**config.mk**
```make
export PLATFORM = sky130hd
export DESIGN_NAME = uart_rx_frame_assembler
export DESIGN_NICKNAME = d
export VERILOG_FILES = /design/src/rtl/uart_rx_frame_assembler.sv
export SDC_FILE = /design/constraint.sdc
export NUM_CORES = 1
export LEC_CHECK = 0
export BUFFER_PORTS_ARGS = -buffer_cell sky130_fd_sc_hd__buf_2
export CAP_MARGIN = 10
export CORE_MARGIN = 2
export CORE_UTILIZATION = 50
export CTS_CLUSTER_SIZE = 28
export DETAILED_ROUTE_END_ITERATION = 8
export GPL_TIMING_DRIVEN = 0
export HOLD_SLACK_MARGIN = 0.15
export PLACE_DENSITY = 0.78
export RECOVER_POWER = 100
export SETUP_SLACK_MARGIN = 0.05
export SLEW_MARGIN = 10
export SYNTH_ARGS = -nofsm -noshare
export SYNTH_HDL_FRONTEND = slang
export SYNTH_SLANG_ARGS = --single-unit
```
**constraint.sdc**
```tcl
create_clock -name clk -period 4.7 [get_ports clk]
set_input_delay 0.235 -clock clk [delete_from_list [all_inputs] [get_ports clk]]
set_output_delay 0.235 -clock clk [all_outputs]
set_load 0.005 [all_outputs]
```
**src/rtl/uart_rx_frame_assembler.sv**
```systemverilog
// Receives bytes from a UART and finds frames that start with the header 0xAA 0x55.
// Each R,G,B triple becomes one pixel with x/y coordinates. A trailing byte checks the sum of the payload.
module uart_rx_frame_assembler #(
  parameter int WIDTH   = 10,
  parameter int HEIGHT  = 1,
  parameter int TIMEOUT = 500000
) (
  input  logic       clk,
  input  logic       rst,
  input  logic [7:0] rx_data,
  input  logic       rx_done,
  input  logic       rx_err,
  output logic [7:0] pix_red,
  output logic [7:0] pix_green,
  output logic [7:0] pix_blue,
  output logic [9:0] pix_x,
  output logic [9:0] pix_y,
  output logic       pix_valid,
  output logic       frame_done,
  output logic       frame_err,
  output logic [2:0] state
);

  typedef enum logic [2:0] {
    IDLE    = 3'd0,
    SYNC    = 3'd1,
    PAYLOAD = 3'd2,
    CHECK   = 3'd3,
    DONE    = 3'd4
  } state_t;

  localparam int             IW     = $clog2(TIMEOUT + 1);
  localparam logic [9:0]     X_LAST = 10'(WIDTH - 1);
  localparam logic [9:0]     Y_LAST = 10'(HEIGHT - 1);
  localparam logic [IW-1:0]  TO_END = IW'(TIMEOUT - 1);

  state_t        state_q;
  logic          rx_done_q;
  logic [1:0]    comp;
  logic [9:0]    x_cnt;
  logic [9:0]    y_cnt;
  logic [7:0]    sum;
  logic [7:0]    r_buf;
  logic [7:0]    g_buf;
  logic [IW-1:0] idle_cnt;
  logic          accept;
  logic          active;
  logic          timeout;

  assign accept  = rx_done & ~rx_done_q;
  assign active  = (state_q == SYNC) || (state_q == PAYLOAD) || (state_q == CHECK);
  // An accepted byte always restarts the idle count, so it outranks the timeout.
  assign timeout = active && !accept && (idle_cnt == TO_END);
  assign state   = state_q;

  always_ff @(posedge clk or posedge rst) begin
    if (rst) begin
      state_q    <= IDLE;
      rx_done_q  <= 1'b0;
      comp       <= '0;
      x_cnt      <= '0;
      y_cnt      <= '0;
      sum        <= '0;
      r_buf      <= '0;
      g_buf      <= '0;
      idle_cnt   <= '0;
      pix_red    <= '0;
      pix_green  <= '0;
      pix_blue   <= '0;
      pix_x      <= '0;
      pix_y      <= '0;
      pix_valid  <= 1'b0;
      frame_done <= 1'b0;
      frame_err  <= 1'b0;
    end else begin
      rx_done_q  <= rx_done;
      pix_valid  <= 1'b0;
      frame_done <= 1'b0;
      frame_err  <= 1'b0;

      if (accept)
        idle_cnt <= '0;
      else if (active)
        idle_cnt <= idle_cnt + 1'b1;

      if (timeout) begin
        frame_err <= 1'b1;
        state_q   <= IDLE;
      end else if (accept) begin
        if (rx_err && active) begin
          frame_err <= 1'b1;
          state_q   <= IDLE;
        end else begin
          case (state_q)
            IDLE: begin
              if (!rx_err && rx_data == 8'hAA)
                state_q <= SYNC;
            end
            SYNC: begin
              if (rx_data == 8'h55) begin
                state_q <= PAYLOAD;
                sum     <= '0;
                comp    <= '0;
                x_cnt   <= '0;
                y_cnt   <= '0;
              end else if (rx_data != 8'hAA) begin
                state_q <= IDLE;
              end
            end
            PAYLOAD: begin
              sum <= sum + rx_data;
              case (comp)
                2'd0: begin
                  r_buf <= rx_data;
                  comp  <= 2'd1;
                end
                2'd1: begin
                  g_buf <= rx_data;
                  comp  <= 2'd2;
                end
                default: begin
                  pix_red   <= r_buf;
                  pix_green <= g_buf;
                  pix_blue  <= rx_data;
                  pix_x     <= x_cnt;
                  pix_y     <= y_cnt;
                  pix_valid <= 1'b1;
                  comp      <= 2'd0;
                  if (x_cnt == X_LAST) begin
                    x_cnt <= '0;
                    y_cnt <= y_cnt + 10'd1;
                    if (y_cnt == Y_LAST)
                      state_q <= CHECK;
                  end else begin
                    x_cnt <= x_cnt + 10'd1;
                  end
                end
              endcase
            end
            CHECK: begin
              if (rx_data == sum) begin
                frame_done <= 1'b1;
                state_q    <= DONE;
              end else begin
                frame_err <= 1'b1;
                state_q   <= IDLE;
              end
            end
            default: state_q <= IDLE;
          endcase
        end
      end else if (state_q == DONE) begin
        state_q <= IDLE;
      end
    end
  end

endmodule

```
==> metrics.md <==
| Metric | Value |
|---|---|
| CP Cell Sequence | `or4b_1 > nor3_1 > nand2_1 > clkbuf_1 > clkbuf_1 > mux2_1` |
| Biggest cell delay along the critical path | `0.64 ns` |
| Reg2Reg Setup Slack | `1.69 ns` |
| Core ar. | `10750 µm²` |
| CP required | `5.10 ns` |
| Nets | `586` |
| Max-slew violations | `45` |
| Antenna-violating nets left | `0` |
| Largest family of logic cells by synthesized area | `simple AND/OR/NAND/NOR gates` |
| Pre-antenna DRT Iters | `4` |
| Synth cell count leaders | `dfrtp_1 (116), mux2_2 (57), nand2_1 (28)` |
| Synthesized cell area | `5475 µm²` |
| Async SR Flop Fraction | `100.0%` |
| Most used routing layer | `met2` |
| Mux cell area share after synthesis | `12.73%` |
| Mapped Cells | `471` |
| Worst-path clk slew | `0.06 ns` |
| WL final | `12320 µm` |
| Die X | `108.6 µm` |
| Total track usage | `22.32%` |
| Setup violations, final | `0` |
| EDFF count, synth | `0` |
| Via density | `5.779` |
| Mean Syn Cell Area | `11.62 µm²` |
| Detailed-route wire length per cell | `17.25 µm` |
| Critical Path AT | `3.42 ns` |
| Post-CTS setup repair buffer count | `0` |
| Setup WS pre-CTS | `2.200 ns` |
| Register area share after synthesis | `53.02%` |
| Yosys reg bits | `116` |
| Post-synth net total | `496` |
| Post-Route Skew | `0.01044 ns` |
| Most common cell in the netlist | `dfrtp_1` |
| M1 GR Usage | `27.78%` |
| Vias in the first global route | `4202` |
| Maxcap violations | `1` |
| Post-synthesis simple-gate area fraction | `14.88%` |
| Min Hold Slack | `0.2748 ns` |
| Fillers | `879` |
| Vias | `4126` |
| PwrDens | `425.8 nW/µm²` |
| Reg-to-reg critical path startpoint | `state[2]` |
| Yosys warning count | `0` |
| Dpl hpwl | `8257 µm` |
| Compound-cell area share of the yosys netlist | `10.33%` |
| Layout cell share with drive strength beyond 1 | `21.43%` |
| Pin count of the biggest net entering global routing | `73` |
| Synth top area share | `53.02%` |
| CTS root buffer | `clkbuf_8` |
| Clock buffer count from CTS | `17` |
| Cell count after placement | `672` |
| Reg2Reg Depth | `6` |
| Site Rows | `38` |
| Crit path buffers/inverters | `2` |
| Die Area | `11800 µm²` |
| Hold Violations, Final | `0` |
| P&R area growth vs syn | `20.06%` |
| Met2 Resource Use GR | `36.88%` |
| Xor/xnor share of the synthesized area | `3.519%` |
| H-tree levels | `4` |
| Overflow after GRT | `0` |
| Crit end category | `register` |
| Final WS setup | `1.685 ns` |
| Kind of critical path | `register to register` |
| First-pass GRT wire length | `20210 µm` |
| Tightest Pin Transition | `2.057 ns` |
| Hold Path Class | `input pin to register` |
| Pleak | `0.003132 µW` |
| Synth cell types | `57` |
| R2r endpoint | `pix_blue[5]` |
| # diodes | `0` |
| Violated checks | `capacitance limit, slew limit` |
| Io pins | `62` |
| Delay-heaviest family, CP | `simple AND/OR/NAND/NOR gates` |
| Met3 usage | `5.619%` |
| Most Frequent Cell on Critical Path | `clkbuf_1` |
| HP Start | `rx_data[7]` |
| Relative slew slack | `-37.87%` |
| Input/output buffers | `60` |
| Outcome | `complete, but fails checks` |
| GP Congestion | `0.8497` |
| Vert. Die Dim | `108.6 µm` |
| Worst-path fanout max | `10` |
| TritonCTS clock tree | `built` |
| Post-synth top area cell | `dfrtp_1` |
| VDD IR max | `0.2131 mV` |
| Startpoint types | `register` |
| Post-route cell area | `6574 µm²` |
| Top cells by area, synth | `dfrtp_1 (53%), mux2_2 (12%), ha_1 (2.7%), o21ai_0 (2.5%), xnor2_1 (2.4%)` |
| CP startpoint | `state[2]` |
| Synth Flop Type | `dfrtp_1` |
| Post-route insts no fill | `714` |
| Setup TNS | `0 ns` |
| Post-Synth Adder-Cell Area | `3.108%` |
| Drt drc | `0` |
| Tcrit/Tclk final | `64.14%` |
| Min Tclk post-route | `3.015 ns` |
| Slowest stage cell, crit path | `or4b_1` |
| Initial antenna violation count | `0` |
| Clock Sink Count | `116` |
| Clock buffer depth | `2` |
| RSZ-0062 raised after global routing | `false` |
| CP Capture Point | `pix_blue[5]` |
| Initial core utilization | `50.95%` |
| Post-DP Area | `5983 µm²` |
| Worst-Skew Late Latency | `0.52 ns` |
| CP Depth | `6` |
| Iter 0 DRT Violations | `286` |
| Max frequency | `331.7 MHz` |
==> registers in the layout (all words and copies together) (netlist names), 2 cells and up <==
| signal | cells |
|---|---|
| y_cnt | 10 |
| pix_red | 8 |
| pix_y | 10 |
| idle_cnt | 19 |
| sum | 8 |
| comp | 2 |
| g_buf | 8 |
| x_cnt | 10 |
| r_buf | 8 |
| pix_blue | 8 |
| state | 3 |
| pix_x | 10 |
| pix_green | 8 |
==> metrics by stage <==
step	util, %	power (µW)
4_1_cts	62.10	2818
2_1_floorplan	-	1425
5_1_grt	61.18	2913
6_report	61.18	2799
3_3_place_gp	55.38	1492
3_5_place_dp	55.68	1520
==> routing by layer <==
layer / wire length (µm) / part of all wire (%)
met4: 308 / 2.5
met1: 5272 / 43
met5: 0 / 0
met3: 555 / 4.5
met2: 6179 / 50
==> worst reg2reg max path, stage by stage, from the launching register on <==
cell and delay (ns):
dfrtp_1 0.47, or4b_1 0.64, nor3_1 0.56, nand2_1 0.20
clkbuf_1 0.35, clkbuf_1 0.31, mux2_1 0.36
==> cells by family after synthesis <==
| family | after synthesis |
|---|---|
| AOI/OAI and AO/OA | 84 |
| xor gates and xnor gates | 22 |
| adders and majority gates | 13 |
| buffers and inverters | 32 |
| DFF | 116 |
| muxes | 62 |
| and+or+nand+nor | 142 |
==> area by class of cell <==
cell class / count / area (µm²) / area share, %
multi-input cells: 323 / 2394 / 36.41
inverters: 16 / 61.31 / 0.9326
plain buffers: 16 / 61.31 / 0.9326
well taps: 140 / 175.2 / 2.665
clock inverters: 10 / 156.4 / 2.379
flip-flops and latches: 116 / 2903 / 44.16
repair buffers: 71 / 390.4 / 5.938
clock buffers: 22 / 432.9 / 6.585
==> layout by cell type, fill, tap and decap left out, types with 16 or more instances in the layout <==
cell type | Yosys | final
dfrtp_1 | 116 | 116
o21ai_0 | 27 | 27
nand2_1 | 28 | 28
clkbuf_16 | 0 | 16
buf_2 | 4 | 31
nor3_1 | 17 | 19
nand3_1 | 19 | 19
clkbuf_1 | 11 | 49
mux2_2 | 57 | 55
nor2_1 | 26 | 27
==> repair_timing <==
item	in CTS	in global routing
hold buffers	10	0
gates resized for setup	0	0
endpoints found under the hold margin	67	0
==> power by group <==
part / switching (µW) / internal (µW) / total [µW]
sequential: 66.9 / 1080 / 1150
clock: 432 / 857 / 1290
combinational: 191 / 170 / 361
total: 690 / 2110 / 2800
==> worst min-delay path by stage <==
stage	end	slack (ns)	depth (start not counted)
4_1_cts	pix_blue[7]	0.25	2
2_1_floorplan	rx_done_q	0.27	0
5_1_grt	pix_blue[7]	0.29	2
6_report	pix_blue[7]	0.27	2
3_3_place_gp	rx_done_q	0.40	1
3_5_place_dp	pix_x[2]	0.29	2
No activity file was read; power rests on OpenSTA's default activity.
